[src/rtl/fpga_top_sdiv_seq_16s_10ns_10.sv]
// Sequential signed divider: 16-bit signed dividend by 10-bit unsigned divisor,
// one restoring step per cycle, saturated 10-bit quotient and 11-bit signed remainder.
module fpga_top_sdiv_seq_16s_10ns_10 #(
    parameter int unsigned ID         = 32'd1,
    parameter int unsigned din0_WIDTH = 32'd16,
    parameter int unsigned din1_WIDTH = 32'd10,
    parameter int unsigned dout_WIDTH = 32'd10
) (
    input  logic                  ap_clk,
    input  logic                  ap_rst_n,
    input  logic                  ap_start,
    output logic                  ap_ready,
    output logic                  ap_idle,
    output logic                  ap_done,
    input  logic [din0_WIDTH-1:0] din0,
    input  logic [din1_WIDTH-1:0] din1,
    output logic [dout_WIDTH-1:0] dout,
    output logic [din1_WIDTH:0]   rem,
    output logic                  ovf,
    output logic                  div0
);

    localparam int DW = din0_WIDTH;
    localparam int VW = din1_WIDTH;
    localparam int QW = dout_WIDTH;
    localparam int CW = $clog2(DW);

    localparam logic [DW-1:0] Q_POS_LIMIT = DW'((1 << (QW - 1)) - 1);
    localparam logic [DW-1:0] Q_NEG_LIMIT = DW'(1 << (QW - 1));
    localparam logic [QW-1:0] DOUT_MAX    = {1'b0, {(QW-1){1'b1}}};
    localparam logic [QW-1:0] DOUT_MIN    = {1'b1, {(QW-1){1'b0}}};
    localparam logic [CW-1:0] LAST_ITER   = CW'(DW - 1);

    typedef enum logic [1:0] {
        IDLE,
        ITER,
        FIX,
        DONE
    } state_t;

    state_t          state_q;
    logic [CW-1:0]   cnt_q;
    logic [DW-1:0]   dq_q;     // dividend bits shift out the top, quotient bits shift in
    logic [VW-1:0]   pr_q;
    logic [VW-1:0]   dvs_q;
    logic            neg_q;
    logic            zero_q;
    logic [QW-1:0]   dout_q;
    logic [VW:0]     rem_q;
    logic            ovf_q;
    logic            div0_q;
    logic            done_q;

    logic [DW-1:0]   din0_mag;
    logic [VW:0]     trial;
    logic [VW-1:0]   diff;
    logic            take;
    logic [VW-1:0]   pr_d;
    logic [DW-1:0]   dq_d;
    logic [QW-1:0]   dout_d;
    logic [VW:0]     rem_d;
    logic            ovf_d;

    // NOTE: ap_ready is decoded combinationally so the accept is visible in the same cycle as ap_start.
    assign ap_ready = (state_q == IDLE) & ap_start;
    assign ap_idle  = (state_q == IDLE);
    assign ap_done  = done_q;
    assign dout     = dout_q;
    assign rem      = rem_q;
    assign ovf      = ovf_q;
    assign div0     = div0_q;

    // Two's-complement magnitude; -32768 maps to 16'h8000, which is exact as unsigned.
    assign din0_mag = din0[DW-1] ? (~din0 + 1'b1) : din0;

    assign trial = {pr_q, dq_q[DW-1]};
    assign take  = (trial >= {1'b0, dvs_q});
    // The true difference is below the divisor, so modulo-2^VW arithmetic is exact.
    assign diff  = trial[VW-1:0] - dvs_q;
    assign pr_d  = take ? diff : trial[VW-1:0];
    assign dq_d  = {dq_q[DW-2:0], take};

    // NOTE: every output of this block gets a default first so no latch is inferred.
    always_comb begin
        dout_d = '0;
        rem_d  = '0;
        ovf_d  = 1'b0;
        if (zero_q) begin
            dout_d = neg_q ? DOUT_MIN : DOUT_MAX;
        end else if (neg_q) begin
            rem_d = ~{1'b0, pr_q} + 1'b1;
            if (dq_q > Q_NEG_LIMIT) begin
                dout_d = DOUT_MIN;
                ovf_d  = 1'b1;
            end else begin
                dout_d = ~dq_q[QW-1:0] + 1'b1;
            end
        end else begin
            rem_d = {1'b0, pr_q};
            if (dq_q > Q_POS_LIMIT) begin
                dout_d = DOUT_MAX;
                ovf_d  = 1'b1;
            end else begin
                dout_d = dq_q[QW-1:0];
            end
        end
    end

    // NOTE: datapath registers are reset along with control so outputs read zero during reset.
    always_ff @(posedge ap_clk or negedge ap_rst_n) begin
        if (!ap_rst_n) begin
            state_q <= IDLE;
            cnt_q   <= '0;
            dq_q    <= '0;
            pr_q    <= '0;
            dvs_q   <= '0;
            neg_q   <= 1'b0;
            zero_q  <= 1'b0;
            dout_q  <= '0;
            rem_q   <= '0;
            ovf_q   <= 1'b0;
            div0_q  <= 1'b0;
            done_q  <= 1'b0;
        end else begin
            case (state_q)
                IDLE: begin
                    if (ap_start) begin
                        dq_q    <= din0_mag;
                        pr_q    <= '0;
                        dvs_q   <= din1;
                        neg_q   <= din0[DW-1];
                        zero_q  <= (din1 == '0);
                        cnt_q   <= '0;
                        state_q <= ITER;
                    end
                end
                ITER: begin
                    dq_q  <= dq_d;
                    pr_q  <= pr_d;
                    cnt_q <= cnt_q + 1'b1;
                    if (cnt_q == LAST_ITER) begin
                        state_q <= FIX;
                    end
                end
                FIX: begin
                    dout_q  <= dout_d;
                    rem_q   <= rem_d;
                    ovf_q   <= ovf_d;
                    div0_q  <= zero_q;
                    done_q  <= 1'b1;
                    state_q <= DONE;
                end
                DONE: begin
                    done_q  <= 1'b0;
                    state_q <= IDLE;
                end
                default: begin
                    state_q <= IDLE;
                end
            endcase
        end
    end

    a_done_only_in_done: assert property (
        @(posedge ap_clk) disable iff (!ap_rst_n) done_q == (state_q == DONE)
    ) else $error("sdiv %0d: ap_done outside DONE", ID);

    a_partial_rem_bound: assert property (
        @(posedge ap_clk) disable iff (!ap_rst_n) (state_q != IDLE && !zero_q) |-> (pr_q < dvs_q)
    ) else $error("sdiv %0d: partial remainder not below divisor", ID);

endmodule

[config.mk]
export PLATFORM = sky130hd
export DESIGN_NAME = fpga_top_sdiv_seq_16s_10ns_10
export DESIGN_NICKNAME = d
export VERILOG_FILES = /design/src/rtl/fpga_top_sdiv_seq_16s_10ns_10.sv
export SDC_FILE = /design/constraint.sdc
export NUM_CORES = 1
export LEC_CHECK = 0
export BUFFER_PORTS_ARGS = -buffer_cell sky130_fd_sc_hd__buf_2
export CAP_MARGIN = 15
export CORE_ASPECT_RATIO = 1.75
export CORE_MARGIN = 1.5
export CORE_UTILIZATION = 58
export DETAILED_ROUTE_END_ITERATION = 8
export GPL_TIMING_DRIVEN = 0
export PLACE_DENSITY = 0.8
export SYNTH_ARGS = -nofsm -noshare
export SYNTH_HDL_FRONTEND = slang
export SYNTH_SLANG_ARGS = --single-unit
[constraint.sdc]
create_clock -name ap_clk -period 3 [get_ports ap_clk]
set_clock_uncertainty 0.2 [all_clocks]
set_input_delay 0.15 -clock ap_clk [delete_from_list [all_inputs] [get_ports ap_clk]]
set_output_delay 0.15 -clock ap_clk [all_outputs]
set_load 0.02 [all_outputs]
* Word-level counts from Yosys, hierarchy flattened *
Cells that the tools add are included.

cells by class
  equal/unequal tests = 6
  mux-type cells = 23
  add/sub/neg operators = 5
  reductions and logical operators = 7
  $lt $le $gt $ge = 3
  bitwise operators = 4

operator list
  cell                                                             number
  2-to-1 mux 10 bit                                                7
  2-to-1 mux 16 bit                                                2
  case mux 16 bit (2 select lines)                                 1
  2-to-1 mux 11 bit                                                2
  case mux 10 bit (2 select lines)                                 1
  adder 16 x 1 -> 16 bit, second input constant                    1
  greater-than comparator 16 x 10 -> 1 bit, second input constant  1
  greater-than comparator 16 x 9 -> 1 bit, second input constant   1
  inverter 16 bit                                                  1
  adder 11 x 1 -> 11 bit, second input constant                    1
  greater-or-equal comparator 11 x 10 -> 1 bit                     1
  inverter 10 -> 11 bit                                            1
  adder 10 x 1 -> 10 bit, second input constant                    1
  zero test 10 bit                                                 1
  inverter 10 bit                                                  1
  subtractor 10 bit                                                1
  case mux 2 bit (4 select lines)                                  1
  case mux 4 bit (2 select lines)                                  1
  AND reduction 2 bit                                              3
  adder 4 x 1 -> 4 bit, second input constant                      1
  equality test 2 bit, second input constant                       2
  equality test 4 bit, second input constant                       1
  2-to-1 mux 1 bit                                                 4
  2-to-1 mux 2 bit                                                 2
  other kinds (7)                                                  9

storage, ports and cells
  output and inout bits = 26
  logic and storage cells = 60
  input port bits = 29
  register bits after elaboration = 68

* Longest topological paths before layout *
  depth after elaboration = 5
  mapped depth = 9

* Worst setup path after synthesis *
Ideal clock, no wire load.

  path type = reg-to-reg
  start point = register pr_q[5]
  end point = register pr_q[7]
  cell stages (with the launch flop) = 8
  clock period less this slack = 2.200 ns
  buffers on the path = 1
  arrival = 1.880 ns
  setup time = 0.120 ns
  path slack = 0.800 ns
  cell sequence = dfrtp_1 -> ha_1 -> a21oi_1 -> nand2_1 -> o2111ai_1 -> a41oi_2 -> buf_6 -> a31o_2

on the way
  cells in the longest elaborated chain, start to end = 3
  elaborated cells between the ends (all ways) = 4
  those cells by class = 1 x add/sub; 1 x order compare; 2 x mux

RTL lines
  item                                                                                      line    RTL
  from (decl)                                                                               44      logic [VW-1:0] pr_q;
  from (signal assigned)                                                                    139     pr_q <= pr_d;
  subtractor 10 bit / greater-or-equal comparator 11 x 10 -> 1 bit (equally long branches)  79, 77
  2-to-1 mux 10 bit *                                                                       80      assign pr_d = take ? diff : trial[VW-1:0];
  case mux 10 bit (2 select lines) *                                                        125     case (state_q)

Mark *: on every way between the ends. The rest lies on a longest branch, timed or not.
A chain may end at the register's enable or synchronous reset.

* Worst setup path after layout *
  start point = register state_q[1]
  end point = register dq_q[15]

on the way
  cells in the longest elaborated chain, start to end = 3
  elaborated cells between the ends (all ways) = 6
  those cells by class = 2 x eq/ne; 1 x mux; 3 x reduce/logical

RTL lines
  item                                                                          line  RTL
  from (decl)                                                                   41    state_t state_q;
  from (signal assigned)                                                        112   state_q <= IDLE;
  from (signal assigned)                                                        134   state_q <= ITER;
  from (signal assigned)                                                        142   state_q <= FIX;
  equality test 2 x 1 -> 1 bit / zero test 2 bit (equally long branches)        125
  nonzero test 2 bit (no line) / inequality test 2 bit (equally long branches)  --
  AND reduction 2 bit (no line)                                                 --
  to (signal assigned)                                                          128   dq_q <= din0_mag;
  to (signal assigned)                                                          138   dq_q <= dq_d;
  to (decl)                                                                     43    logic [DW-1:0] dq_q;

Parallel ways exist; a longest one is shown, timed or not.

==> results.sh <==
export IMPL_ir_worst_vdd_uv=770
export IMPL_grt_pass1_vias=3896
export IMPL_max_stage_delay_ns=0.57
export IMPL_final_setup_viol_count=0
export IMPL_die_x_um=67.0
export IMPL_yosys_warnings=0
export IMPL_yosys_most_used_dff="dfrtp_1"
export IMPL_timing_worst_setup_path_type="reg2reg"
export IMPL_synth_top_cells_by_count="dfrtp_1, nand2_1, o21ai_0"
export IMPL_ant_nets=0
export IMPL_worstSetupEndpointType="flop"
export IMPL_synth_area_leader_cell="dfrtp_1"
export IMPL_slew_limit_headroom_pct=41.6
export IMPL_clock_latency_ns=0.34
export IMPL_utilization_pct=72.6
export IMPL_synth_most_common_cell="dfrtp_1"
export IMPL_tns_ns=0
export IMPL_grt_overflow_total=0
export IMPL_diodes=0
export IMPL_drive_above_1_share_pct=14.3
export IMPL_cts_sinks=68
export IMPL_cp_max_fo=9
export IMPL_hold_class="in2reg"
export IMPL_finalMaxSlewViolations=0
export IMPL_yosysUniqueCellTypes=56
export IMPL_n_fill_cell=515
export IMPL_pwr_share_seq_pct=29.3
export IMPL_fmax_mhz=360
export IMPL_synth_cells=471
export IMPL_area_growth_pct=20.7
export IMPL_via_count=3917
export IMPL_ys_async_sr_fraction_pct=100
export IMPL_crit_path_top_delay_cell="dlygate4sd3_1"
export IMPL_timing_hold_ws_ns=0.0781
export IMPL_rsz0062_at_grt="false"
export IMPL_antenna_found_initial=0
export IMPL_p_sw_mw=2.54
export IMPL_nets=603
export IMPL_power_internal_mw=3.09
export IMPL_leakage_nw=2.21
export IMPL_ys_ff_latch=68
export IMPL_post_route_min_period_ns=2.78
export IMPL_cts_tree="built"
export IMPL_required_ns=3.06
export IMPL_drv_cap=0
export IMPL_hold_violations=0
export IMPL_htree_levels=3
export IMPL_rows=40
export IMPL_critPathBufInv=4
export IMPL_synth_edf_count=0
export IMPL_finalWirelength_um=11300
export IMPL_first_iter_violations=297
export IMPL_critical_path_top_delay_family="buffers and inverters"
export IMPL_coreArea_um2=6910
export IMPL_wire_per_inst_um=17.5
export IMPL_netlist_area_leader_share_pct=41.0
export IMPL_fin_crit_sh_pct=92.7
export IMPL_grt_max_degree=69
export IMPL_placed_area_um2=4530
export IMPL_worst_pin_slew_ns=0.876
export IMPL_grt_pass1_wl_um=18300
export IMPL_arrival_ns=2.83
export IMPL_track_usage_pct=31.7
export IMPL_cts_made_buffers=9
export IMPL_clkPwrFrac_pct=18.4
export IMPL_path_cells="inv_1 > ha_1 > buf_2 > inv_2 > o21ai_1 > nand2_1 > or4_1 > dlygate4sd3_1 > o21ai_0"
export IMPL_routed_via_density=6.09
export IMPL_switching_share_pct=45.1
export IMPL_pwr_share_comb_pct=52.3
export IMPL_first_pass_iters=5
export IMPL_fp_dieH_um=115
export IMPL_drc=0
export IMPL_critPathLaunchType="flop"
export IMPL_synthTopCellsByArea="dfrtp_1, o21ai_0, ha_1"
export IMPL_clk_pin_slew_ns=0.05
export IMPL_hpwl_um=7960
export IMPL_status="finished, final reports clean"
export IMPL_port_buffers=53
export IMPL_yosysSeqAreaShare_pct=41.0
export IMPL_cts_root_buf="clkbuf_16"
export IMPL_ioPinCount=55
export IMPL_start_util_pct=60.1
export IMPL_seqCellArea_um2=1700
export IMPL_synth_area_um2=4150
export IMPL_cts_max_path_buffers=2
export IMPL_gp_congestion=0.894
export IMPL_power_density_nw_per_um2=1120
export IMPL_syn_area_per_cell_um2=8.82
export IMPL_synth_nets=519
export IMPL_die_area_um2=7700
export IMPL_final_cell_area_um2=5010
export IMPL_multiInputGateArea_um2=2270
final timing paths:
| check | start | end | slack (ns) | cells past startpoint |
|---|---|---|---|---|
| max | state_q[1] | dq_q[15] | 0.22 | 9 |
| min | din0[4] | dq_q[4] | 0.08 | 5 |
| min reg2reg | rem[6] | rem[6] | 0.28 | 1 |
| max in group asynchronous | ap_rst_n | dvs_q[0] | 1.75 | 2 |
| min in group asynchronous | ap_rst_n | rem[5] | 0.27 | 2 |
| max reg2reg | state_q[1] | dq_q[15] | 0.22 | 9 |
power by group through the flow:
stage | logic (mW) | clock network [mW] | registers (mW)
CTS | 2.93 | 1.05 | 1.64
global placement | 2.79 | 0 | 1.64
finish | 2.95 | 1.04 | 1.65
detailed placement | 2.88 | 0 | 1.65
global route | 3.27 | 1.08 | 1.69
floorplan | 1.97 | 0 | 1.73
cell type report:
cell class                 count  share of cell area (%)
clock buffer                  13                    4.99
multi-input combinational    356                    45.2
sequential                    68                    33.9
tap                           84                    2.10
clock inverter                 2                   0.699
timing repair buffer          73                    9.33
buffer                        19                    1.62
inverter                      28                    2.10
sequential cells by signal, summed over array words and instances, names as in the netlist, 2 cells and up:
| register | cells |
|---|---|
| dq_q | 16 |
| rem | 11 |
| dout | 10 |
| dvs_q | 10 |
| pr_q | 10 |
| cnt_q | 4 |
| state_q | 2 |
placed cells by master, fill, tap and decap left out, types with 3 or more instances in the layout:
cell	count
ha_1	17
o31ai_1	3
nor2_1	36
o41ai_1	3
nand3_1	11
nor3_1	10
nand4_1	5
inv_1	25
xor2_1	11
a21oi_1	29
or4_1	3
a22o_1	3
nand2_1	57
dfrtp_1	68
clkbuf_1	17
mux2i_1	10
o211ai_1	4
or3_1	7
xnor2_1	15
mux2_2	4
o22ai_1	4
a211oi_1	5
nand2b_1	10
o21a_1	4
nor2b_1	3
dlygate4sd3_1	20
o311ai_1	3
o2bb2ai_1	11
a31oi_1	3
a211o_1	3
buf_2	54
o21ai_0	57
clkbuf_16	9
logic make-up (layout without fill, tap and decap cells):
kind of cell	Yosys count	after routing	share of synthesized area, %
compound gates	144	144	22.2
fa+ha+maj	19	19	5.90
buf+inv	47	135	4.49
flops	68	68	41.0
mux	14	14	3.49
xor+xnor	26	26	5.48
simple gates	153	153	17.5
per-layer routing:
layer  track usage (%)  wire length, um  vias to the layer above  share of wire [%]
met1              33.5             4220                     1911                 38
met2              58.7             6230                      118                 55
li1                  -                -                     1851                  -
met4              17.0              386                        0                3.4
met5                 0                0                        -                  0
met3              4.11              407                       37                3.6
worst register-to-register path, cell delays in order, from the launching register on:
cell and delay, ns:
dfrtp_1 0.39, inv_1 0.10, ha_1 0.14, buf_2 0.21, inv_2 0.12, o21ai_1 0.22, nand2_1 0.18, or4_1 0.42
dlygate4sd3_1 0.57, o21ai_0 0.14
metrics by stage:
stage	setup WS, ns	power [mW]	instances
final	0.220	5.64	643
after global routing	0.0510	6.04	643
after CTS	0.143	5.61	643
after detailed placement	0.437	4.53	608
after global placement	0.483	4.43	608
after floorplan	0.800	3.70	471
repair_timing:
action,in CTS,in global routing
hold endpoints to repair,87,0
hold buffers,20,0
endpoints found under the setup margin,0,1
setup buffers,0,0
gates resized for setup,0,1
Power figures use the tool's default switching activity.
